**src/rtl/vectorsum_arbiter_pkg.sv**
```systemverilog
// Shared types and helpers for the two-client vectorsum arbiter.
package vectorsum_pkg;

    typedef enum logic {S_IDLE, S_BURST} arb_state_t;

    localparam int NUM_CLIENTS = 2;

    // Round-robin winner: the client other than the last owner wins a tie,
    // otherwise the single candidate wins.
    function automatic logic rr_pick(input logic [NUM_CLIENTS-1:0] cand, input logic last);
        if (cand[0] && cand[1]) begin
            return ~last;
        end
        return cand[1];
    endfunction

endpackage

```
**src/rtl/vectorsum_arbiter_if.sv**
```systemverilog
// Client-facing and vectorsum_top-facing signals of the arbiter, bundled.
interface vectorsum_arbiter_if
    import vectorsum_pkg::*;
#(
    parameter int DATA_WIDTH = 32,
    parameter int LEN_WIDTH  = 8
);
    // client side
    logic [NUM_CLIENTS-1:0]                 req;
    logic [NUM_CLIENTS-1:0][LEN_WIDTH-1:0]  len;
    logic [NUM_CLIENTS-1:0]                 gnt;
    logic [NUM_CLIENTS-1:0]                 valid;
    logic [NUM_CLIENTS-1:0]                 ready;
    logic [NUM_CLIENTS-1:0][DATA_WIDTH-1:0] xin;
    logic [NUM_CLIENTS-1:0][DATA_WIDTH-1:0] yin;
    logic [NUM_CLIENTS-1:0]                 zvalid;
    logic [NUM_CLIENTS-1:0]                 zready;
    logic [DATA_WIDTH-1:0]                  zout;
    // vectorsum_top side
    logic                                   x_wr_en;
    logic                                   y_wr_en;
    logic [DATA_WIDTH-1:0]                  x_din;
    logic [DATA_WIDTH-1:0]                  y_din;
    logic                                   x_full;
    logic                                   y_full;
    logic                                   z_rd_en;
    logic [DATA_WIDTH-1:0]                  z_dout;
    logic                                   z_empty;

    // The arbiter itself.
    modport slave (
        input  req, len, valid, xin, yin, zready, x_full, y_full, z_dout, z_empty,
        output gnt, ready, zvalid, zout, x_wr_en, y_wr_en, x_din, y_din, z_rd_en
    );

    // Clients plus the shared vectorsum_top.
    modport master (
        output req, len, valid, xin, yin, zready, x_full, y_full, z_dout, z_empty,
        input  gnt, ready, zvalid, zout, x_wr_en, y_wr_en, x_din, y_din, z_rd_en
    );
endinterface

```
**src/rtl/vectorsum_arbiter_fifo.sv**
```systemverilog
// Show-ahead FIFO; used here as the 1-bit owner-tag queue. The head is read
// combinationally so the tag is known in the same cycle z data appears.
module fifo #(
    parameter int FIFO_DATA_WIDTH  = 32,
    parameter int FIFO_BUFFER_SIZE = 16
) (
    input  logic                       wr_clk,
    input  logic                       rd_clk,
    input  logic                       reset,
    input  logic                       wr_en,
    input  logic [FIFO_DATA_WIDTH-1:0] din,
    output logic                       full,
    input  logic                       rd_en,
    output logic [FIFO_DATA_WIDTH-1:0] dout,
    output logic                       empty
);
    localparam int AW = (FIFO_BUFFER_SIZE > 1) ? $clog2(FIFO_BUFFER_SIZE) : 1;
    localparam logic [AW-1:0] LAST = AW'(FIFO_BUFFER_SIZE - 1);

    logic [FIFO_DATA_WIDTH-1:0] mem [FIFO_BUFFER_SIZE];
    logic [AW-1:0] wr_ptr_reg, rd_ptr_reg;
    logic          wr_wrap_reg, rd_wrap_reg;
    logic          do_wr, do_rd;

    // Wrap bits distinguish full from empty when the pointers coincide.
    assign empty = (wr_ptr_reg == rd_ptr_reg) && (wr_wrap_reg == rd_wrap_reg);
    assign full  = (wr_ptr_reg == rd_ptr_reg) && (wr_wrap_reg != rd_wrap_reg);
    assign do_wr = wr_en && !full;
    assign do_rd = rd_en && !empty;
    assign dout  = mem[rd_ptr_reg];

    // Write pointer advance, wrapping at the buffer size.
    always_ff @(posedge wr_clk) begin
        if (reset) begin
            wr_ptr_reg  <= '0;
            wr_wrap_reg <= 1'b0;
        end else if (do_wr) begin
            wr_ptr_reg  <= (wr_ptr_reg == LAST) ? '0 : wr_ptr_reg + 1'b1;
            wr_wrap_reg <= (wr_ptr_reg == LAST) ? ~wr_wrap_reg : wr_wrap_reg;
        end
    end

    // Storage write; contents need no reset since the pointers define validity.
    always_ff @(posedge wr_clk) begin
        if (do_wr) begin
            mem[wr_ptr_reg] <= din;
        end
    end

    // Read pointer advance, wrapping at the buffer size.
    always_ff @(posedge rd_clk) begin
        if (reset) begin
            rd_ptr_reg  <= '0;
            rd_wrap_reg <= 1'b0;
        end else if (do_rd) begin
            rd_ptr_reg  <= (rd_ptr_reg == LAST) ? '0 : rd_ptr_reg + 1'b1;
            rd_wrap_reg <= (rd_ptr_reg == LAST) ? ~rd_wrap_reg : rd_wrap_reg;
        end
    end
endmodule

```
**src/rtl/vectorsum_arbiter.sv**
```systemverilog
// Two-client round-robin burst arbiter in front of vectorsum_top. Each
// forwarded element records its owner in a tag queue so z results are
// steered back to the issuing client in order.
module vectorsum_arbiter
    import vectorsum_pkg::*;
#(
    parameter int DATA_WIDTH = 32,
    parameter int LEN_WIDTH  = 8,
    parameter int TAG_DEPTH  = 128
) (
    input  logic               clock,
    input  logic               reset,
    vectorsum_arbiter_if.slave bus
);
    arb_state_t             state_reg, state_next;
    logic [LEN_WIDTH-1:0]   cnt_reg, cnt_next;
    logic                   gid_reg, gid_next;
    logic                   last_reg, last_next;

    logic [NUM_CLIENTS-1:0] cand;
    logic                   win;
    logic                   in_burst;
    logic                   accept_ok;
    logic                   xfer;
    logic                   z_avail;
    logic                   tag_full, tag_empty, tag_head, tag_pop;
    logic [DATA_WIDTH-1:0]  x_sel, y_sel;

    // Outputs are forced low while reset is high so nothing leaks mid-reset.
    assign in_burst  = !reset && (state_reg == S_BURST);
    assign accept_ok = in_burst && !bus.x_full && !bus.y_full && !tag_full;
    assign xfer      = accept_ok && bus.valid[gid_reg];
    assign win       = rr_pick(cand, last_reg);
    assign x_sel     = bus.xin[gid_reg];
    assign y_sel     = bus.yin[gid_reg];

    assign bus.x_wr_en = xfer;
    assign bus.y_wr_en = xfer;
    assign bus.x_din   = xfer ? x_sel : '0;
    assign bus.y_din   = xfer ? y_sel : '0;

    // Return path: head tag owns whatever sits at the z FIFO head.
    assign z_avail     = !reset && !bus.z_empty && !tag_empty;
    assign tag_pop     = z_avail && bus.zready[tag_head];
    assign bus.z_rd_en = tag_pop;
    assign bus.zout    = reset ? '0 : bus.z_dout;

    genvar gi;
    generate
        for (gi = 0; gi < NUM_CLIENTS; gi++) begin : g_client
            assign cand[gi]       = bus.req[gi] && (bus.len[gi] != '0);
            assign bus.gnt[gi]    = in_burst && (gid_reg == 1'(gi));
            assign bus.ready[gi]  = accept_ok && (gid_reg == 1'(gi));
            assign bus.zvalid[gi] = z_avail && (tag_head == 1'(gi));
        end
    endgenerate

    // State, burst counter, owner and round-robin history registers.
    always_ff @(posedge clock) begin
        if (reset) begin
            state_reg <= S_IDLE;
            cnt_reg   <= '0;
            gid_reg   <= 1'b0;
            last_reg  <= 1'b1;
        end else begin
            state_reg <= state_next;
            cnt_reg   <= cnt_next;
            gid_reg   <= gid_next;
            last_reg  <= last_next;
        end
    end

    // Grant selection in idle; count down accepted elements in a burst.
    always_comb begin
        state_next = state_reg;
        cnt_next   = cnt_reg;
        gid_next   = gid_reg;
        last_next  = last_reg;
        case (state_reg)
            S_IDLE: begin
                if (|cand) begin
                    gid_next   = win;
                    cnt_next   = bus.len[win];
                    state_next = S_BURST;
                end
            end
            S_BURST: begin
                if (xfer) begin
                    cnt_next = cnt_reg - 1'b1;
                    if (cnt_reg == LEN_WIDTH'(1)) begin
                        state_next = S_IDLE;
                        last_next  = gid_reg;
                    end
                end
            end
            default: state_next = S_IDLE;
        endcase
    end

    fifo #(
        .FIFO_DATA_WIDTH (1),
        .FIFO_BUFFER_SIZE(TAG_DEPTH)
    ) u_tag_q (
        .wr_clk(clock),
        .rd_clk(clock),
        .reset (reset),
        .wr_en (xfer),
        .din   (gid_reg),
        .full  (tag_full),
        .rd_en (tag_pop),
        .dout  (tag_head),
        .empty (tag_empty)
    );
endmodule

```
**src/flat_wrapper.sv**
```systemverilog
// flat-port wrapper written by rule: the top's interface ports become plain ports
module vectorsum_arbiter_flat import vectorsum_pkg::*;
#(
    parameter int DATA_WIDTH = 32,
    parameter int LEN_WIDTH  = 8,
    parameter int TAG_DEPTH  = 128
)
  (clock, reset, bus_req, bus_len, bus_valid, bus_xin, bus_yin, bus_zready, bus_x_full, bus_y_full, bus_z_dout, bus_z_empty, bus_gnt, bus_ready, bus_zvalid, bus_zout, bus_x_wr_en, bus_y_wr_en, bus_x_din, bus_y_din, bus_z_rd_en);
  vectorsum_arbiter_if #(.DATA_WIDTH(DATA_WIDTH), .LEN_WIDTH(LEN_WIDTH)) bus_i ();
  input  logic clock;
  input  logic reset;
  input wire logic [$bits(bus_i.req)-1:0] bus_req;
  input wire logic [$bits(bus_i.len)-1:0] bus_len;
  input wire logic [$bits(bus_i.valid)-1:0] bus_valid;
  input wire logic [$bits(bus_i.xin)-1:0] bus_xin;
  input wire logic [$bits(bus_i.yin)-1:0] bus_yin;
  input wire logic [$bits(bus_i.zready)-1:0] bus_zready;
  input wire logic [$bits(bus_i.x_full)-1:0] bus_x_full;
  input wire logic [$bits(bus_i.y_full)-1:0] bus_y_full;
  input wire logic [$bits(bus_i.z_dout)-1:0] bus_z_dout;
  input wire logic [$bits(bus_i.z_empty)-1:0] bus_z_empty;
  output wire logic [$bits(bus_i.gnt)-1:0] bus_gnt;
  output wire logic [$bits(bus_i.ready)-1:0] bus_ready;
  output wire logic [$bits(bus_i.zvalid)-1:0] bus_zvalid;
  output wire logic [$bits(bus_i.zout)-1:0] bus_zout;
  output wire logic [$bits(bus_i.x_wr_en)-1:0] bus_x_wr_en;
  output wire logic [$bits(bus_i.y_wr_en)-1:0] bus_y_wr_en;
  output wire logic [$bits(bus_i.x_din)-1:0] bus_x_din;
  output wire logic [$bits(bus_i.y_din)-1:0] bus_y_din;
  output wire logic [$bits(bus_i.z_rd_en)-1:0] bus_z_rd_en;
  assign bus_i.req = bus_req;
  assign bus_i.len = bus_len;
  assign bus_i.valid = bus_valid;
  assign bus_i.xin = bus_xin;
  assign bus_i.yin = bus_yin;
  assign bus_i.zready = bus_zready;
  assign bus_i.x_full = bus_x_full;
  assign bus_i.y_full = bus_y_full;
  assign bus_i.z_dout = bus_z_dout;
  assign bus_i.z_empty = bus_z_empty;
  assign bus_gnt = bus_i.gnt;
  assign bus_ready = bus_i.ready;
  assign bus_zvalid = bus_i.zvalid;
  assign bus_zout = bus_i.zout;
  assign bus_x_wr_en = bus_i.x_wr_en;
  assign bus_y_wr_en = bus_i.y_wr_en;
  assign bus_x_din = bus_i.x_din;
  assign bus_y_din = bus_i.y_din;
  assign bus_z_rd_en = bus_i.z_rd_en;
  vectorsum_arbiter #(.DATA_WIDTH(DATA_WIDTH), .LEN_WIDTH(LEN_WIDTH), .TAG_DEPTH(TAG_DEPTH)) u_core (.clock(clock), .reset(reset), .bus(bus_i));
endmodule
```
**config.mk**
```make
export PLATFORM = sky130hd
export DESIGN_NAME = vectorsum_arbiter_flat
export DESIGN_NICKNAME = d
export VERILOG_FILES = /design/src/rtl/vectorsum_arbiter_pkg.sv /design/src/rtl/vectorsum_arbiter_if.sv /design/src/rtl/vectorsum_arbiter_fifo.sv /design/src/rtl/vectorsum_arbiter.sv /design/src/flat_wrapper.sv
export SDC_FILE = /design/constraint.sdc
export NUM_CORES = 1
export LEC_CHECK = 0
export ABC_AREA = 0
export BUFFER_PORTS_ARGS = -buffer_cell sky130_fd_sc_hd__buf_2
export CORE_MARGIN = 5
export CORE_UTILIZATION = 55
export DETAILED_ROUTE_END_ITERATION = 10
export GPL_TIMING_DRIVEN = 0
export HOLD_SLACK_MARGIN = 0.02
export PLACE_DENSITY_LB_ADDON = 0.08
export SKIP_CTS_REPAIR_TIMING = 1
export SLEW_MARGIN = 25
export SYNTH_ARGS = -nofsm -noshare
export SYNTH_HDL_FRONTEND = slang
export SYNTH_SLANG_ARGS = --single-unit
export TNS_END_PERCENT = 10
```
**constraint.sdc**
```tcl
create_clock -name clock -period 7.2 [get_ports clock]
set_input_delay 0.72 -clock clock [delete_from_list [all_inputs] [get_ports clock]]
set_output_delay 0.72 -clock clock [all_outputs]
set_load 0.005 [all_outputs]
```
Word level (Yosys, flattened, before mapping)
Memory sizes are Yosys's and may differ from the RTL's. A register that Yosys moved wholly into a read port is not among the register bits.
Cells that the tools add are included.
- bits in registers: 27
- RAM bits: 128
- output and inout port bits: 105
- memories: 1
- $add $sub $neg: 3
- order comparisons: 3
- equality and inequality tests: 8
- multiplexer cells: 29
- bitwise operators: 6
- reductions and logical operators: 35
- memories (name ; words ; bits a word ; read ports ; clocked after memory_dff ; wr ports ; RTL line ; RTL):
    u_core.u_tag_q.mem ; 128 ; 1 ; 1 ; 1 ; 1 ; vectorsum_arbiter_fifo.sv:20 ; logic [FIFO_DATA_WIDTH-1:0] mem [FIFO_BUFFER_SIZE];
- operator list (kind ; number):
    two-way mux 32 bit ; 7
    two-way mux 8 bit ; 4
    two-way mux 7 bit ; 4
    logical AND 1 bit ; 21
    case mux 8 bit (2 select lines) ; 1
    nonzero test 8 bit ; 2
    adder 7 x 1 -> 7 bit (second input constant) ; 2
    == test 7 bit (second input constant) ; 2
    two-way mux 1 bit ; 12
    == test 8 x 1 -> 1 bit (second input constant) ; 1
    AND reduction 2 bit ; 4
    subtractor 8 x 1 -> 8 bit (second input constant) ; 1
    == test 7 bit ; 1
    zero test 1 bit ; 6
    less-than comparator 1 x 2 -> 1 bit (second input constant) ; 3
    inverter 1 bit ; 6
    AND reduction 3 bit ; 1
    != test 2 x 1 -> 1 bit (second input constant) ; 1
    != test 2 bit (second input constant) ; 1
    case mux 1 bit (2 select lines) ; 1
    OR reduction 2 bit ; 1
    == test 1 bit ; 1
    != test 1 bit ; 1

Depth between registers and ports, before layout
Gate-level depths: netlist of the first run.
- depth in word-level cells: 9
- mapped depth: 11
- depth with buffers taken out: 8

By module
Synthesis of the first run repeated with hierarchy kept, for this count alone.
- cell total of the unflattened synthesis: 802
- area, all modules: 8709.6 sq um
- modules (own cells, without submodules) (module ; instances ; cells an instance ; area each (sq um) ; seq. area each (sq um)):
    fifo ; 1 ; 502 ; 6566.3 ; 4164.0
    vectorsum_arbiter ; 1 ; 300 ; 2143.3 ; 220.2

Worst setup path before layout of the first run
No wires, ideal clock.
- kind: flip-flop to output port
- from: reg u_core.gid_reg
- to: out bus_x_din[0]
- data arrival time: 3.307 ns
- required time: 6.480 ns
- setup slack: 3.173 ns
- cell stages (with the launch flop): 8
- path through: dfxtp_1 > clkbuf_1 > mux2_2 > nand2_1 > a31o_2 > clkbuf_1 > buf_1 > nor2_1
- word-level cells in the longest chain between the ends: 4
- elaborated cells on any way between the ends: 6
- ends and longest elaborated chain (element ; RTL line ; RTL):
    from (decl) ; vectorsum_arbiter.sv:17 ; logic gid_reg, gid_next;
    from (signal assigned) ; vectorsum_arbiter.sv:68 ; gid_reg <= gid_next;
    two-way mux 1 bit (implied by the code) (2 in a row) ; vectorsum_arbiter.sv:32 ; assign xfer = accept_ok && bus.valid[gid_reg];
    logical AND 1 bit ; vectorsum_arbiter.sv:32 ;
    two-way mux 32 bit (*) ; vectorsum_arbiter.sv:39 ; assign bus.x_din = xfer ? x_sel : '0;
    to (decl) ; flat_wrapper.sv:28 ; output wire logic [$bits(bus_i.x_din)-1:0] bus_x_din;
Every way passes the cells marked *; elsewhere a longest branch is shown, timed or not. The select of a mux whose other input is x is not followed.

Worst setup path after layout of the first run
- from: reg u_core.gid_reg
- to: out bus_y_din[15]
- word-level cells in the longest chain between the ends: 4
- elaborated cells on any way between the ends: 6
- ends and longest elaborated chain (element ; RTL line ; RTL):
    two-way mux 1 bit (implied by the code) (2 in a row) ; vectorsum_arbiter.sv:32 ;
    logical AND 1 bit ; vectorsum_arbiter.sv:32 ;
    two-way mux 32 bit (*) ; vectorsum_arbiter.sv:40 ; assign bus.y_din = xfer ? y_sel : '0;
    to (decl) ; flat_wrapper.sv:29 ; output wire logic [$bits(bus_i.y_din)-1:0] bus_y_din;
Marked as above.

==> impl_results.rst, run 1 <==
.. list-table::
   :header-rows: 1

   * - Metric
     - Value
   * - Starting DRT DRC Count
     - 716
   * - Last weighted congestion value of the routability-driven placer
     - 0.9152
   * - Share of layout cells above drive strength 1
     - around a third
   * - Critical path launch point
     - u_core.gid_reg
   * - Antenna Nets Post-Route
     - 0
   * - Core Region
     - 15,770 um^2
   * - Overall Global Routing Usage
     - 29.60%
   * - Final-stage net count
     - 1,290
   * - Area of the mapped netlist
     - 8786 um^2
   * - Arrival time at the worst endpoint
     - 3.42 ns
   * - Synthesized-area fraction occupied by xor and xnor cells
     - 1.495%
   * - Clk buf depth
     - 2
   * - Minimum hold slack
     - 0.4858 ns
   * - Setup violators final
     - 0
   * - Via count
     - 7,482
   * - EDFF count, synth
     - 128
   * - Number of library cell types mapped by synthesis
     - 56
   * - Uppermost layer routed
     - met5
   * - Met2 WL
     - 13,780 um
   * - Remaining global-route overflow
     - 0
   * - Slew headroom
     - 45.38%
   * - Register bit total from synthesis
     - 162
   * - Dominant combinational cell family by area after synthesis
     - multiplexers
   * - Library cell with the highest instance count after synthesis
     - nor2_1
   * - DRC violation count after routing
     - 0
   * - Worst setup timing slack at the placement stage
     - 3.505 ns
   * - Number of antenna violations at the first check in global routing
     - 5
   * - Root buffer selected by CTS
     - clkbuf_16
   * - Final Core Density
     - roughly 70%
   * - Largest clock skew in the final design
     - 0.01627 ns
   * - Syn_nets
     - about 980
   * - Launch point of the worst reg-to-reg path
     - u_core.gid_reg
   * - Kind of start point of the critical path
     - register
   * - Clock buffers created by TritonCTS
     - 17
   * - Die Span Y
     - 136.4 um
   * - Row Count
     - 46
   * - Total iterations of the first detailed-routing run
     - 5
   * - Ports placed on the boundary
     - 292
   * - Path class of the lowest-slack min-delay path
     - reg2reg
   * - Global-route wire length before repair
     - 40,850 um
   * - Worst-Margin Slew
     - 0.8194 ns
   * - Sinks on Clock Net
     - ~160
   * - Die boundary width
     - 136.4 um
   * - Area Growth Syn to Fin
     - 26.43%
   * - Start point of the worst min-delay path
     - u_core.u_tag_q.rd_wrap_reg
   * - Top cell types by occurrence after synthesis
     - nor2_1, edfxtp_1, mux2i_1, nor2b_1, dfxtp_1
   * - Total wirelength of the detailed-routed design
     - about 28,000 um
   * - Synthesized-area fraction occupied by and/or/nand/nor cells
     - 17.64%
   * - Synthesized area divided by synthesized cell count
     - 11.15 um^2
   * - Worst-path fanout max
     - 53
   * - Wire per inst
     - between 20 and 25 um
   * - Post-Synth Adder-Cell Area
     - 0.5696%
   * - Effective utilization at floorplan
     - a little under three fifths
   * - Part of the Yosys area used for sequential elements
     - 51.50%
   * - CTS tree
     - built
   * - Synthesized netlist cell count
     - between 700 and 800
   * - Worst-case vdd ir drop
     - around 0.17 mV
   * - Flip-flop count of the largest register, all copies and words added
     - 128
   * - Routed length on met1
     - 11,030 um
   * - Clock latency reported for the late side of the worst-skew pair
     - between 0.4 and 0.5 ns
   * - Final worst-path setup slack
     - ~3 ns
   * - Detailed placement HPWL
     - 20,990 um
   * - Synth Flop Type
     - edfxtp_1
   * - Setup Crit Path Kind
     - reg2out
   * - Wire length on met3
     - 2445 um
   * - CTS clk-pin slew, worst paths
     - approximately 0.06 ns
   * - Setup repair after global routing missed its margin
     - no
   * - Final Power
     - 2.061 mW
   * - Final max-slew violation count
     - 0
   * - CTS HTree Levels
     - 4
   * - Final Critical Period
     - about 4.1 ns
   * - Total power divided by cell area
     - around 190 nW/um^2
   * - Static Leakage
     - 4.309 nW
   * - Count of port buffers added during placement
     - about 290
   * - Full die area
     - 18,600 um^2
   * - Summed negative setup slack over all endpoints
     - 0 ns
   * - Critical Path End Type
     - primary output
   * - Biggest area consumer among synthesized cells
     - edfxtp_1
   * - Highest attainable clock frequency
     - 0.2415 GHz
   * - Most area-consuming cells after synthesis
     - edfxtp_1, mux2i_1, nor2_1
   * - Synth warnings
     - 0
   * - Via density
     - 5.626
   * - Synth Area in Compound Gates
     - 5.725%
   * - Post-synth ARST share
     - 0%
   * - Area share of the leading cell type in the synthesized netlist
     - 43.75%
   * - Final period utilization
     - 57.52%
   * - Portion of netlist area occupied by mux cells
     - a little under a fifth
   * - Max-cap violation count
     - 0
   * - Worst path required time
     - 6.48 ns
   * - Outcome
     - complete, no violations
   * - Total count of hold-check failures in the final report
     - 0
   * - Maximum number of pins on one net before global-route repair
     - 78
   * - Vias in the first global route
     - between 7,000 and 8,000
metrics by stage:
step	std cells	instance area (um^2)
detailed placement	1296	10540
global route	1330	11110
global placement	1295	10510
floorplan	788	8786
CTS	1328	11100
finish	1330	11110
placed cells by master, fill, tap and decap left out, types with 20 or more instances in the layout:
| master | n |
|---|---|
| nor2b_1 | 36 |
| mux2i_1 | 85 |
| nor2_1 | 220 |
| buf_2 | 300 |
| mux4_1 | 20 |
| dfxtp_1 | 33 |
| edfxtp_1 | 128 |
| nand2_1 | 31 |
| clkbuf_1 | 36 |
report_power, final:
part,internal (mW),switching (mW)
registers,1.01,0.00754
logic,0.0898,0.0924
clock network,0.503,0.356
total,1.60,0.456
kinds of logic (layout without fill, tap and decap cells):
kind of cell	after synthesis	after routing
other	0	2
AND/OR/NAND/NOR	347	347
multiplexers	120	120
AO/OA/AOI/OAI	71	71
adder cells (fa/ha/maj)	4	4
flip-flops	162	162
buffers and inverters	69	393
XOR/XNOR	15	15
critical path, stage by stage (launching register included):
cell      delay [ns]
dfxtp_4         0.68
clkbuf_1        0.35
mux2_2          0.42
nand2_1         0.09
a31o_2          0.16
clkbuf_1        0.45
clkbuf_1        0.46
nor2_1          0.19
buf_2           0.18
per-layer routing:
layer / vias up / global-route usage (%)
met1: 3612 / 39.01
met5: - / 0
li1: 3472 / -
met2: 357 / 48.43
met3: 35 / 8.586
met4: 6 / 7.615
cell type report:
type	instances	area (um^2)
clock inverter	9	80.08
inverter	14	52.55
fill	1208	4662
sequential	162	4528
clock buffer	23	479.2
multi-input combinational	557	3915
timing repair buffer	292	1484
tap	216	270.3
buffer	55	294.0
antenna	2	5.005
path summary, 6_finish.rpt:
check,to,slack [ns],depth (start not counted)
worst max-delay path,bus_y_din[15],3.06,8
worst min register to register,u_core.u_tag_q.rd_wrap_reg,0.49,1
worst min-delay path,u_core.u_tag_q.rd_wrap_reg,0.49,1
worst max register to register,u_core.u_tag_q.mem[109],3.83,9
Power figures use the tool's default switching activity.
==> inputs of run 2 (changes only) <==
CORE_UTILIZATION = 46   (was 55)
clock period = 3.4 ns   (was 7.2 ns; I/O delays follow)
==> impl_results.rst, run 2 (synthesis gave the netlist of run 1 again) <==
.. list-table::
   :header-rows: 1

   * - Metric
     - Value
   * - Outcome
     - complete, no violations (unchanged)
   * - Cell breakdown of the critical path
     - buf_6 > buf_12 > mux4_1 > mux2i_2 > a211oi_1 > a22o_2 > o21ai_4 > a21o_1 > buf_6 > inv_1 > buf_2 (was clkbuf_1 > mux2_2 > nand2_1 > a31o_2 > clkbuf_1 > clkbuf_1 > nor2_1 > buf_2)
   * - Flip-flop count of the largest register, all copies and words added
     - 128 (unchanged)
   * - Die Span Y
     - 148.2 um (was 136.4 um)
   * - Total power divided by cell area
     - 384.0 nW/um^2 (was 185.5 nW/um^2)
   * - Most prevalent standard cell on the critical path
     - buf_6 (was clkbuf_1)
   * - Total count of hold-check failures in the final report
     - 0 (unchanged)
   * - Arrival time at the worst endpoint
     - 2.97 ns (was 3.42 ns)
   * - Area of all sequential standard cells
     - 4529 um^2 (was 4528 um^2)
   * - CP top delay family
     - compound AO/OA/AOI/OAI gates (was buffers and inverters)
   * - Maximum number of pins on one net before global-route repair
     - 85 (was 78)
   * - Count of buffer and inverter cells on the critical path
     - 5 (was 4)
   * - Top library cells by usage in the layout, fill and taps aside
     - buf_2, nor2_1, edfxtp_1, mux2i_1, nor2b_1 (was buf_2, nor2_1, edfxtp_1, mux2i_1)
   * - Summed negative setup slack over all endpoints
     - 0 ns (unchanged)
   * - Most common library cell in the layout ignoring fill and taps
     - buf_2 (unchanged)
   * - Detailed placement HPWL
     - 20,170 um (was 20,990 um)
   * - Total wirelength of the detailed-routed design
     - 27,110 um (was 27,740 um)
   * - Sinks on Clock Net
     - 162 (unchanged)
   * - Vias in the first global route
     - 7,229 (was 7,313)
   * - Kind of start point of the critical path
     - register (unchanged)
   * - Share of layout cells above drive strength 1
     - 33.72% (was 32.82%)
   * - Slew headroom
     - 41.53% (was 45.38%)
   * - Clock buffers created by TritonCTS
     - 17 (unchanged)
   * - Static Leakage
     - 4.319 nW (was 4.309 nW)
   * - Worst-case vdd ir drop
     - 0.3102 mV (was 0.1662 mV)
   * - Root buffer selected by CTS
     - clkbuf_16 (unchanged)
   * - Effective utilization at floorplan
     - 46.81% (was 55.71%)
   * - Final period utilization
     - 97.37%
   * - Count of port buffers added during placement
     - 291 (unchanged)
   * - Antenna Nets Post-Route
     - 0 (unchanged)
   * - Setup repair after global routing missed its margin
     - yes (was no)
   * - Wire per inst
     - 20.14 um (was 20.86 um)
   * - Critical path's largest stage delay
     - 0.58 ns (was 0.68 ns)
   * - ANT cells
     - 0 (was 2)
   * - Setup violators final
     - 0 (unchanged)
   * - CTS tree
     - built (unchanged)
   * - Final-stage net count
     - 1,291 (was 1,290)
   * - Last weighted congestion value of the routability-driven placer
     - 0.9161 (was 0.9152)
   * - Overall Global Routing Usage
     - 23.91% (was 29.60%)
   * - Core Region
     - 18,770 um^2 (was 15,770 um^2)
   * - Critical Path End Type
     - primary output (unchanged)
   * - CTS clk-pin slew, worst paths
     - 0.06 ns (about the same)
   * - Remaining global-route overflow
     - 0 (unchanged)
   * - Total iterations of the first detailed-routing run
     - 6 (was 5)
   * - Final Power
     - 4.282 mW (was 2.061 mW)
   * - Final Core Density
     - 59.42% (was 70.44%)
   * - Global-route wire length before repair
     - 40,330 um (was 40,850 um)
   * - Worst-path fanout max
     - 10 (was 53)
   * - Setup Crit Path Kind
     - reg2out (unchanged)
   * - Starting DRT DRC Count
     - 629 (was 716)
   * - Max-cap violation count
     - 0 (unchanged)
   * - Fill cell count
     - 1,617 (was 1,208)
   * - Path class of the lowest-slack min-delay path
     - in2reg (was reg2reg)
   * - Final Critical Period
     - 3.311 ns
   * - Number of antenna violations at the first check in global routing
     - 0 (was 5)
   * - Row Count
     - 50 (was 46)
   * - Highest attainable clock frequency
     - 0.3020 GHz
   * - DRC violation count after routing
     - 0 (unchanged)
   * - Full die area
     - 21,960 um^2 (was 18,600 um^2)
   * - Via count
     - 7,254 (was 7,482)
   * - Ports placed on the boundary
     - 292 (unchanged)
   * - Clock latency reported for the late side of the worst-skew pair
     - 0.42 ns (was 0.43 ns)
   * - Worst-Margin Slew
     - 0.8770 ns (was 0.8194 ns)
   * - Area Growth Syn to Fin
     - 26.93% (was 26.43%)
   * - Final max-slew violation count
     - 0 (unchanged)
   * - Largest clock skew in the final design
     - 0.005735 ns (was 0.01627 ns)
   * - Master of the slowest instance on the critical path
     - mux4_1 (was dfxtp_4)
   * - Die boundary width
     - 148.2 um (was 136.4 um)
   * - Minimum hold slack
     - 0.3811 ns (was 0.4858 ns)
   * - Worst path required time
     - 3.06 ns (was 6.48 ns)
   * - Clk buf depth
     - 2 (unchanged)
   * - CTS HTree Levels
     - 4 (unchanged)
   * - Multi-input gate area
     - 3950 um^2 (was 3915 um^2)
   * - Via density
     - 5.389 (was 5.626)
-- run 2: routing by layer --
layer | vias up | wire, um | GRT usage, %
met5 | - | 0 | 0
met4 | 0 | 376 | 5.912
met3 | 24 | 1632 | 4.875
met2 | 250 | 13470 | 39.89
met1 | 3503 | 11630 | 32.28
li1 | 3477 | - | -
-- run 2: worst paths after layout --
path	start	endpoint	slack, ns	depth (start not counted)
max	register	bus_z_rd_en	0.09	11
min	bus_zready[1]	u_core.u_tag_q.rd_wrap_reg	0.38	4
max reg2reg	u_core.gid_reg	u_core.u_tag_q.mem[47]	0.31	8
min reg2reg	u_core.u_tag_q.rd_wrap_reg	u_core.u_tag_q.rd_wrap_reg	0.49	1
-- run 2: cell type report --
cell class	count	share of cell area, %
flip-flops and latches	162	40.61
multi-input cells	557	35.42
repair buffers	293	13.44
clock buffers	19	3.882
plain buffers	55	2.726
well taps	234	2.625
clock inverters	12	0.8190
inverters	14	0.4712
-- run 2: stage by stage --
stage | instances | cell area (um^2) | setup slack, ns
finish | 1346 | 11150 | 0.08926
global route | 1346 | 11150 | -0.03107
CTS | 1345 | 11090 | -0.3212
detailed placement | 1314 | 10570 | 0.1428
global placement | 1313 | 10540 | -0.9400
floorplan | 788 | 8787 | 0.3929
-- run 2: power by group --
group          switching, mW  internal, mW
logic                  0.195         0.192
registers             0.0126          2.14
clock network          0.749         0.991
total                  0.956          3.33
-- run 2: worst register-to-register path, stage by stage, from the launching register on --
cell,delay (ns)
dfxtp_4,0.53
clkbuf_1,0.34
mux2_2,0.22
nand2_1,0.05
a31o_2,0.28
inv_1,0.12
nand4_1,0.54
clkbuf_1,0.51
nor2_1,0.23
